**src/rtl/steer_pkg.sv**
```systemverilog
// Shared types and widths for the steering command scheduler.
package steer_pkg;
  localparam int ANGLE_W   = 12;
  localparam int TIMEOUT_W = 24;

  typedef enum logic [2:0] {
    ST_IDLE  = 3'd0,
    ST_ISSUE = 3'd1,
    ST_WAIT  = 3'd2,
    ST_ABORT = 3'd3,
    ST_DONE  = 3'd4
  } state_e;
endpackage

```
**src/rtl/steer_ch_tracker.sv**
```systemverilog
// Per-channel tracker: pending/issued state, startup_fail retry sequencing,
// and the channel's own angle_update / abort_angle pulses.
module steer_ch_tracker
  import steer_pkg::*;
#(
  parameter int MAX_RETRY = 2
) (
  input  logic clock,
  input  logic reset,
  input  logic clear_i,
  input  logic mask_i,
  input  logic issue_i,
  input  logic track_en_i,
  input  logic abort_now_i,
  input  logic clr_pend_i,
  input  logic angle_done_i,
  input  logic startup_fail_i,
  output logic pending_o,
  output logic issued_o,
  output logic done_o,
  output logic fail_o,
  output logic angle_update_o,
  output logic abort_angle_o
);
  localparam int RW = (MAX_RETRY > 0) ? $clog2(MAX_RETRY + 1) : 1;

  logic          pending_q, pending_d, issued_q, issued_d;
  logic          done_q, done_d, fail_q, fail_d;
  logic          upd_q, upd_d, abt_q, abt_d;
  logic          retry_upd_q, retry_upd_d, sf_prev_q;
  logic [RW-1:0] retry_q, retry_d;
  logic          sf_rise;

  assign sf_rise = startup_fail_i & ~sf_prev_q;

  // Next-state for tracking, retry and the per-channel pulses
  always_comb begin
    pending_d   = pending_q;
    issued_d    = issued_q;
    done_d      = done_q;
    fail_d      = fail_q;
    retry_d     = retry_q;
    upd_d       = 1'b0;
    abt_d       = 1'b0;
    retry_upd_d = 1'b0;
    if (clear_i) begin
      pending_d = mask_i;
      issued_d  = 1'b0;
      done_d    = 1'b0;
      fail_d    = 1'b0;
      retry_d   = '0;
    end else begin
      if (issue_i) begin
        upd_d    = 1'b1;
        issued_d = 1'b1;
      end else if (retry_upd_q && !abort_now_i) begin
        upd_d = 1'b1;
      end else begin
        upd_d = 1'b0;
      end
      // done beats a same-cycle startup_fail edge
      if (track_en_i && pending_q && issued_q) begin
        if (angle_done_i) begin
          pending_d = 1'b0;
          done_d    = 1'b1;
        end else if (sf_rise) begin
          if (retry_q < RW'(MAX_RETRY)) begin
            abt_d       = 1'b1;
            retry_upd_d = 1'b1;
            retry_d     = retry_q + RW'(1);
          end else begin
            pending_d = 1'b0;
            fail_d    = 1'b1;
          end
        end else begin
          retry_upd_d = 1'b0;
        end
      end else begin
        retry_upd_d = 1'b0;
      end
      if (abort_now_i) begin
        abt_d       = abt_d | (pending_q & issued_q);
        retry_upd_d = 1'b0;
      end else begin
        abt_d = abt_d;
      end
      if (clr_pend_i) begin
        pending_d = 1'b0;
      end else begin
        pending_d = pending_d;
      end
    end
  end

  // Tracker registers
  always_ff @(posedge clock) begin
    if (reset) begin
      pending_q   <= 1'b0;
      issued_q    <= 1'b0;
      done_q      <= 1'b0;
      fail_q      <= 1'b0;
      retry_q     <= '0;
      upd_q       <= 1'b0;
      abt_q       <= 1'b0;
      retry_upd_q <= 1'b0;
      sf_prev_q   <= 1'b0;
    end else begin
      pending_q   <= pending_d;
      issued_q    <= issued_d;
      done_q      <= done_d;
      fail_q      <= fail_d;
      retry_q     <= retry_d;
      upd_q       <= upd_d;
      abt_q       <= abt_d;
      retry_upd_q <= retry_upd_d;
      sf_prev_q   <= startup_fail_i;
    end
  end

  assign pending_o      = pending_q;
  assign issued_o       = issued_q;
  assign done_o         = done_q;
  assign fail_o         = fail_q;
  assign angle_update_o = upd_q;
  assign abort_angle_o  = abt_q;
endmodule

```
**src/rtl/steer_cmd_scheduler.sv**
```systemverilog
// Multi-wheel steering command scheduler: staggered issue, completion
// tracking, global timeout and abort handling.
module steer_cmd_scheduler
  import steer_pkg::*;
#(
  parameter int                   NUM_CH         = 4,
  parameter int                   STAGGER_CYCLES = 8,
  parameter logic [TIMEOUT_W-1:0] TIMEOUT_CYCLES = 24'd5000000,
  parameter int                   MAX_RETRY      = 2,
  parameter int                   ABORT_HOLD     = 4
) (
  input  logic                      clock,
  input  logic                      reset,
  input  logic                      pwm_enable,
  input  logic                      cmd_valid,
  output logic                      cmd_ready,
  input  logic [NUM_CH-1:0]         cmd_mask,
  input  logic [ANGLE_W*NUM_CH-1:0] cmd_angles,
  input  logic                      abort_req,
  output logic [ANGLE_W*NUM_CH-1:0] target_angle,
  output logic [NUM_CH-1:0]         angle_update,
  output logic [NUM_CH-1:0]         abort_angle,
  input  logic [NUM_CH-1:0]         angle_done,
  input  logic [NUM_CH-1:0]         startup_fail,
  output logic                      busy,
  output logic                      cmd_done,
  output logic [NUM_CH-1:0]         done_mask,
  output logic [NUM_CH-1:0]         fail_mask,
  output logic [NUM_CH-1:0]         timeout_mask,
  output logic                      aborted
);
  localparam int SW = (STAGGER_CYCLES > 0) ? $clog2(STAGGER_CYCLES + 1) : 1;
  localparam int HW = $clog2(ABORT_HOLD + 1);
  localparam logic [HW-1:0] HOLD_INIT = HW'(ABORT_HOLD - 1);

  state_e                      state_q, state_d;
  logic [SW-1:0]               stag_q, stag_d;
  logic [TIMEOUT_W-1:0]        tmo_q, tmo_d, tmo_inc;
  logic [HW-1:0]               hold_q, hold_d;
  logic [ANGLE_W*NUM_CH-1:0]   target_q, target_d;
  logic [NUM_CH-1:0]           tmo_mask_q, tmo_mask_d;
  logic                        aborted_q, aborted_d;
  logic                        busy_q, busy_d, cmd_ready_q, cmd_ready_d, cmd_done_q, cmd_done_d;
  logic [NUM_CH-1:0]           pending, issued, to_issue, lowest, issue_sel;
  logic                        clear_s, clr_pend_s, track_en_s, abort_now_s, stop_req;

  assign to_issue = pending & ~issued;
  assign lowest   = to_issue & (~to_issue + NUM_CH'(1));
  assign tmo_inc  = (tmo_q == {TIMEOUT_W{1'b1}}) ? tmo_q : tmo_q + TIMEOUT_W'(1);
  assign stop_req = abort_req | ~pwm_enable;

  // Command FSM with stagger, timeout and abort-hold counters
  always_comb begin
    state_d    = state_q;
    stag_d     = stag_q;
    tmo_d      = tmo_q;
    hold_d     = hold_q;
    target_d   = target_q;
    tmo_mask_d = tmo_mask_q;
    aborted_d  = aborted_q;
    issue_sel  = '0;
    clear_s    = 1'b0;
    clr_pend_s = 1'b0;
    track_en_s = 1'b0;
    case (state_q)
      ST_IDLE: begin
        if (cmd_valid && cmd_ready_q) begin
          target_d   = cmd_angles;
          tmo_mask_d = '0;
          aborted_d  = 1'b0;
          tmo_d      = '0;
          stag_d     = '0;
          clear_s    = 1'b1;
          state_d    = ST_ISSUE;
        end else begin
          state_d = ST_IDLE;
        end
      end
      ST_ISSUE, ST_WAIT: begin
        tmo_d = tmo_inc;
        // abort outranks timeout, which outranks completion tracking
        if (stop_req) begin
          state_d   = ST_ABORT;
          aborted_d = 1'b1;
          hold_d    = HOLD_INIT;
        end else if ((tmo_inc == TIMEOUT_CYCLES) && (pending != '0)) begin
          state_d    = ST_ABORT;
          tmo_mask_d = pending;
          hold_d     = HOLD_INIT;
        end else begin
          track_en_s = 1'b1;
          if (state_q == ST_WAIT) begin
            if (pending == '0) state_d = ST_DONE;
            else               state_d = ST_WAIT;
          end else if (stag_q != '0) begin
            stag_d = stag_q - SW'(1);
          end else if (to_issue != '0) begin
            issue_sel = lowest;
            stag_d    = SW'(STAGGER_CYCLES);
            if ((to_issue & ~lowest) == '0) state_d = ST_WAIT;
            else                            state_d = ST_ISSUE;
          end else begin
            state_d = ST_WAIT;
          end
        end
      end
      ST_ABORT: begin
        if (hold_q == '0) begin
          state_d    = ST_DONE;
          clr_pend_s = 1'b1;
        end else begin
          hold_d = hold_q - HW'(1);
        end
      end
      ST_DONE: state_d = ST_IDLE;
      default: state_d = ST_IDLE;
    endcase
  end

  assign abort_now_s = (state_d == ST_ABORT);
  assign busy_d      = (state_d != ST_IDLE);
  assign cmd_ready_d = (state_d == ST_IDLE);
  assign cmd_done_d  = (state_d == ST_DONE);

  // Control and status registers
  always_ff @(posedge clock) begin
    if (reset) begin
      state_q     <= ST_IDLE;
      stag_q      <= '0;
      tmo_q       <= '0;
      hold_q      <= '0;
      target_q    <= '0;
      tmo_mask_q  <= '0;
      aborted_q   <= 1'b0;
      busy_q      <= 1'b0;
      cmd_ready_q <= 1'b1;
      cmd_done_q  <= 1'b0;
    end else begin
      state_q     <= state_d;
      stag_q      <= stag_d;
      tmo_q       <= tmo_d;
      hold_q      <= hold_d;
      target_q    <= target_d;
      tmo_mask_q  <= tmo_mask_d;
      aborted_q   <= aborted_d;
      busy_q      <= busy_d;
      cmd_ready_q <= cmd_ready_d;
      cmd_done_q  <= cmd_done_d;
    end
  end

  for (genvar i = 0; i < NUM_CH; i++) begin : g_ch
    steer_ch_tracker #(.MAX_RETRY(MAX_RETRY)) u_trk (
      .clock          (clock),
      .reset          (reset),
      .clear_i        (clear_s),
      .mask_i         (cmd_mask[i]),
      .issue_i        (issue_sel[i]),
      .track_en_i     (track_en_s),
      .abort_now_i    (abort_now_s),
      .clr_pend_i     (clr_pend_s),
      .angle_done_i   (angle_done[i]),
      .startup_fail_i (startup_fail[i]),
      .pending_o      (pending[i]),
      .issued_o       (issued[i]),
      .done_o         (done_mask[i]),
      .fail_o         (fail_mask[i]),
      .angle_update_o (angle_update[i]),
      .abort_angle_o  (abort_angle[i])
    );
  end

  assign cmd_ready    = cmd_ready_q;
  assign busy         = busy_q;
  assign cmd_done     = cmd_done_q;
  assign aborted      = aborted_q;
  assign timeout_mask = tmo_mask_q;
  assign target_angle = target_q;
endmodule

```
**config.mk**
```make
export PLATFORM = sky130hd
export DESIGN_NAME = steer_cmd_scheduler
export DESIGN_NICKNAME = d
export VERILOG_FILES = /design/src/rtl/steer_pkg.sv /design/src/rtl/steer_ch_tracker.sv /design/src/rtl/steer_cmd_scheduler.sv
export SDC_FILE = /design/constraint.sdc
export NUM_CORES = 1
export LEC_CHECK = 0
export ABC_AREA = 1
export CORE_UTILIZATION = 24
export DETAILED_ROUTE_END_ITERATION = 12
export DONT_BUFFER_PORTS = 1
export PLACE_DENSITY = 0.48
export SYNTH_ARGS = -nofsm -noshare
export SYNTH_HDL_FRONTEND = slang
export SYNTH_SLANG_ARGS = --single-unit
```
**constraint.sdc**
```tcl
create_clock -name clock -period 4.1 [get_ports clock]
set_input_delay 0.615 -clock clock [delete_from_list [all_inputs] [get_ports clock]]
set_output_delay 0.615 -clock clock [all_outputs]
set_load 0.03 [all_outputs]
```
==> results.tsv <==
stage	metric	value	unit
clock_network	worst skew pair latency	420	ps
clock_network	Clock H-tree levels	4	
min_path	WHS Endpoint	g_ch[2].u_trk.sf_prev_q	
worst_setup_path	CP Capture Type	flop	
worst_setup_path	reg-to-reg endpoint	timeout_mask[0]	
sta	Tcrit/Tclk final	0.695	
sta	f_max	351	MHz
sta	RSZ-0062 raised after global routing	false	
clock_network	CTS resizes	0	
clock_network	post-CTS setup buffer count	0	
worst_setup_path	r2r worst-path depth	16	
synthesis	simple-gate area share of the yosys netlist	0.356	
synthesis	post-synthesis cell type count	38	
synthesis	Post-Synth XOR/XNOR Area	0.0140	
synthesis	Compound-Gate Fraction of Synth Area	0.115	
floorplan	core area	25400	um^2
synthesis	mux cell area share after synthesis	0	
synthesis	Synth Instances	895	
layout	fin cells	1215	
placed_design	DP Wirelength	12000	um
drt	DR vias	5404	
global_routing	initial antenna violation count	0	
synthesis	FF+latch count, synth	130	
worst_setup_path	worst path required time	4410	ps
synthesis	Synth top area share	0.415	
drt	Antenna Nets Post-Route	0	
power_and_ir_drop	Leak	2.85	nW
global_routing	vias in the first global route	5391	
sta	fin. max-slew vios	0	
global_routing	largest net degree at the start of global routing	55	
clock_network	CTS tree	done	
synthesis	Post-Syn Area	6270	um^2
floorplan	num rows	58	
clock_network	CTS max path bufs	2	
worst_setup_path	R2R Setup Slk	1250	ps
synthesis	EDFF count, synth	0	
layout	ant diodes	0	
drt	Via-to-Cell Ratio	4.45	
floorplan	die width	164	um
layout	Area growth, synth to finish	12.6	%
min_path	hold path start	reset	
clock_network	Clock Sinks	130	
floorplan	Initial Util	0.247	
synthesis	warnings from Yosys	0	
outcome	status	finished, final reports clean	
sta	Fin. Hold Viols	0	
worst_setup_path	reg-to-reg startpoint	tmo_q[0]	
power_and_ir_drop	maximum VDD drop	0.353	mV
sta	Rel. slew slack	0.320	
floorplan	I/O pin count	137	
drt	final WL	16800	um
layout	Final Net Count	942	
power_and_ir_drop	Pwr Total	4.87	mW
synthesis	ys async rst share	0	
layout	finished layout cell area	7060	um^2
synthesis	Adder-Cell Fraction of Synth Area	0.00998	
worst_setup_path	worst endpoint data arrival time	3160	ps
drt	drt initial violations	258	
drt	WL/cell	13.8	um
layout	max reg flops	48	
global_routing	GRT Overall Usage	0.132	
worst_setup_path	worst-path maximum fanout	26	
sta	worst slew pin tran	1020	ps
placed_design	placer congestion estimate	0.846	
sta	Min Clock Period, post-route	2850	ps
floorplan	Die ar.	26800	um^2
power_and_ir_drop	Power per Cell Area	690	nW/um^2
floorplan	DIE HEIGHT	164	um
layout	share of cells above drive strength 1	0.106	
worst_setup_path	Crit Path Class	reg2reg	
min_path	HP Class	in2reg	
synthesis	Syn Area/Cell	7.00	um^2
placed_design	PortBufs	0	
synthesis	syn nets	965	
sta	Setup violations, final	0	
sta	Layout Skew	15.6	ps
synthesis	area leader, netlist	dfxtp_1	
drt	Pre-antenna DRT Iters	5	
synthesis	synth top area cells	dfxtp_1, nand2_1, nor2_1	
flow_run	max cap viols	0	
synthesis	Top FF cell, synth	dfxtp_1	
global_routing	first-pass GRT wire length	27400	um
drt	drc violations	0	
clock_network	clock slew at reported path FFs	70	ps
layout	fillers	2815	
sta	Setup TNS	0	ps
clock_network	CTS Buf Count	17	
placed_design	placed cell areas	6480	um^2
synthesis	register area share after synthesis	0.415	
min_path	worst hold stages	1	
global_routing	total grt overflow	0	
worst_setup_path	Setup crit start kind	flop	
synthesis	largest family of logic cells by synthesized area	simple AND/OR/NAND/NOR gates	
placed_design	Placed Cells	1183	
clock_network	Root Buffer	clkbuf_16	
clock_network	number of hold buffers added after CTS	0	
[through the flow]
| step | setup slack [ps] | hold slack, ps | util |
|---|---|---|---|
| after floorplan | 1750 | 423 | - |
| after global placement | 1300 | 447 | 0.255 |
| after detailed placement | 1260 | 446 | 0.255 |
| after CTS | 1240 | 245 | 0.278 |
| after global routing | 1010 | 236 | 0.278 |
| final | 1250 | 262 | 0.278 |
[worst max-delay path, cell delays in order (launching register included)]
cell	delay, ps
dfxtp_1	490
ha_1	280
nand2_2	90
nor2_4	180
nand2_4	90
nor2_4	150
nand2_4	200
nand2_1	160
nand3_1	100
nor2_2	130
nand2_2	110
nor2_8	140
nand3_4	120
nand2_4	150
nand2_2	110
a21oi_2	170
nor3_2	50
[logic make-up after synthesis]
| kind of cell | after synthesis |
|---|---|
| DFF | 130 |
| AOI/OAI and AO/OA | 132 |
| adders and majority gates | 5 |
| and+or+nand+nor | 487 |
| xor gates and xnor gates | 10 |
| buffers and inverters | 131 |
[where the power goes]
part           switching, mW  internal [mW]
Combinational          0.935          0.374
Clock                  0.701          0.816
Sequential             0.541           1.50
Total                   2.18           2.69
[how the worst max path moves through the flow]
stage                         from  depth (start not counted)  slack, ps               to
final                     tmo_q[0]                         16       1250  timeout_mask[0]
after global routing      tmo_q[0]                         16       1010  timeout_mask[0]
after CTS                 tmo_q[0]                         16       1240  timeout_mask[0]
after detailed placement  tmo_q[0]                         16       1260  timeout_mask[0]
after global placement    tmo_q[0]                         16       1300  timeout_mask[3]
after floorplan           tmo_q[0]                         17       1750  timeout_mask[1]
[routing by layer]
layer,track usage,vias to the layer above,part of all wire
met4,0.0421,0,0.013
met1,0.167,2438,0.47
met2,0.208,152,0.44
met3,0.0447,10,0.073
li1,-,2804,-
met5,0,-,0
[cell usage in the layout, fill, tap and decap left out, types with 4 or more instances in the layout]
cell type  synthesis  final
nand3b_1           5      5
dfxtp_1          130    130
xor2_1             7      7
nand4_1           14     14
buf_4             16      5
o21ai_2            6      6
nor2_1           179    178
nor2_2             9      9
nor2_4             6      7
nor3_2             4      4
o21bai_1           4      4
nand2_2            6      6
a21oi_1           52     52
clkbuf_16          0     17
inv_6              0      6
nand2_1          190    190
nand3_1           47     47
nor3_1             6      6
a21oi_2            4      4
inv_8              0      6
o21ai_0           60     60
ha_1               5      5
nand2_4            5      5
inv_1             81     81
nand3_2            7      7
[synthesized netlist by cell type, types with 2 or more instances]
library cell,n
inv_1,81
o21ai_0,60
a31oi_1,2
nand4_1,14
inv_2,2
a21oi_1,52
ha_1,5
nand3b_1,5
o21ai_2,6
o21bai_1,4
a2111oi_0,2
nor2_4,6
xor2_1,7
nor4_1,2
dfxtp_1,130
nand3_2,7
nor3_1,6
nand2_2,6
nor2_2,9
nand2_8,3
buf_4,16
nor3_2,4
buf_1,2
a21oi_2,4
xnor2_1,3
nand2_4,5
nor2_1,179
clkbuf_1,28
nand3_1,47
nand2_1,190
[layout make-up]
type | count | area, um^2 | area share
clock inverter | 15 | 153 | 0.0216
tap | 330 | 413 | 0.0585
sequential | 130 | 2600 | 0.369
multi-input combinational | 634 | 3110 | 0.441
inverter | 84 | 315 | 0.0447
timing repair buffer | 5 | 37.5 | 0.00532
clock buffer | 17 | 425 | 0.0603
No activity file was read; power rests on OpenSTA's default activity.
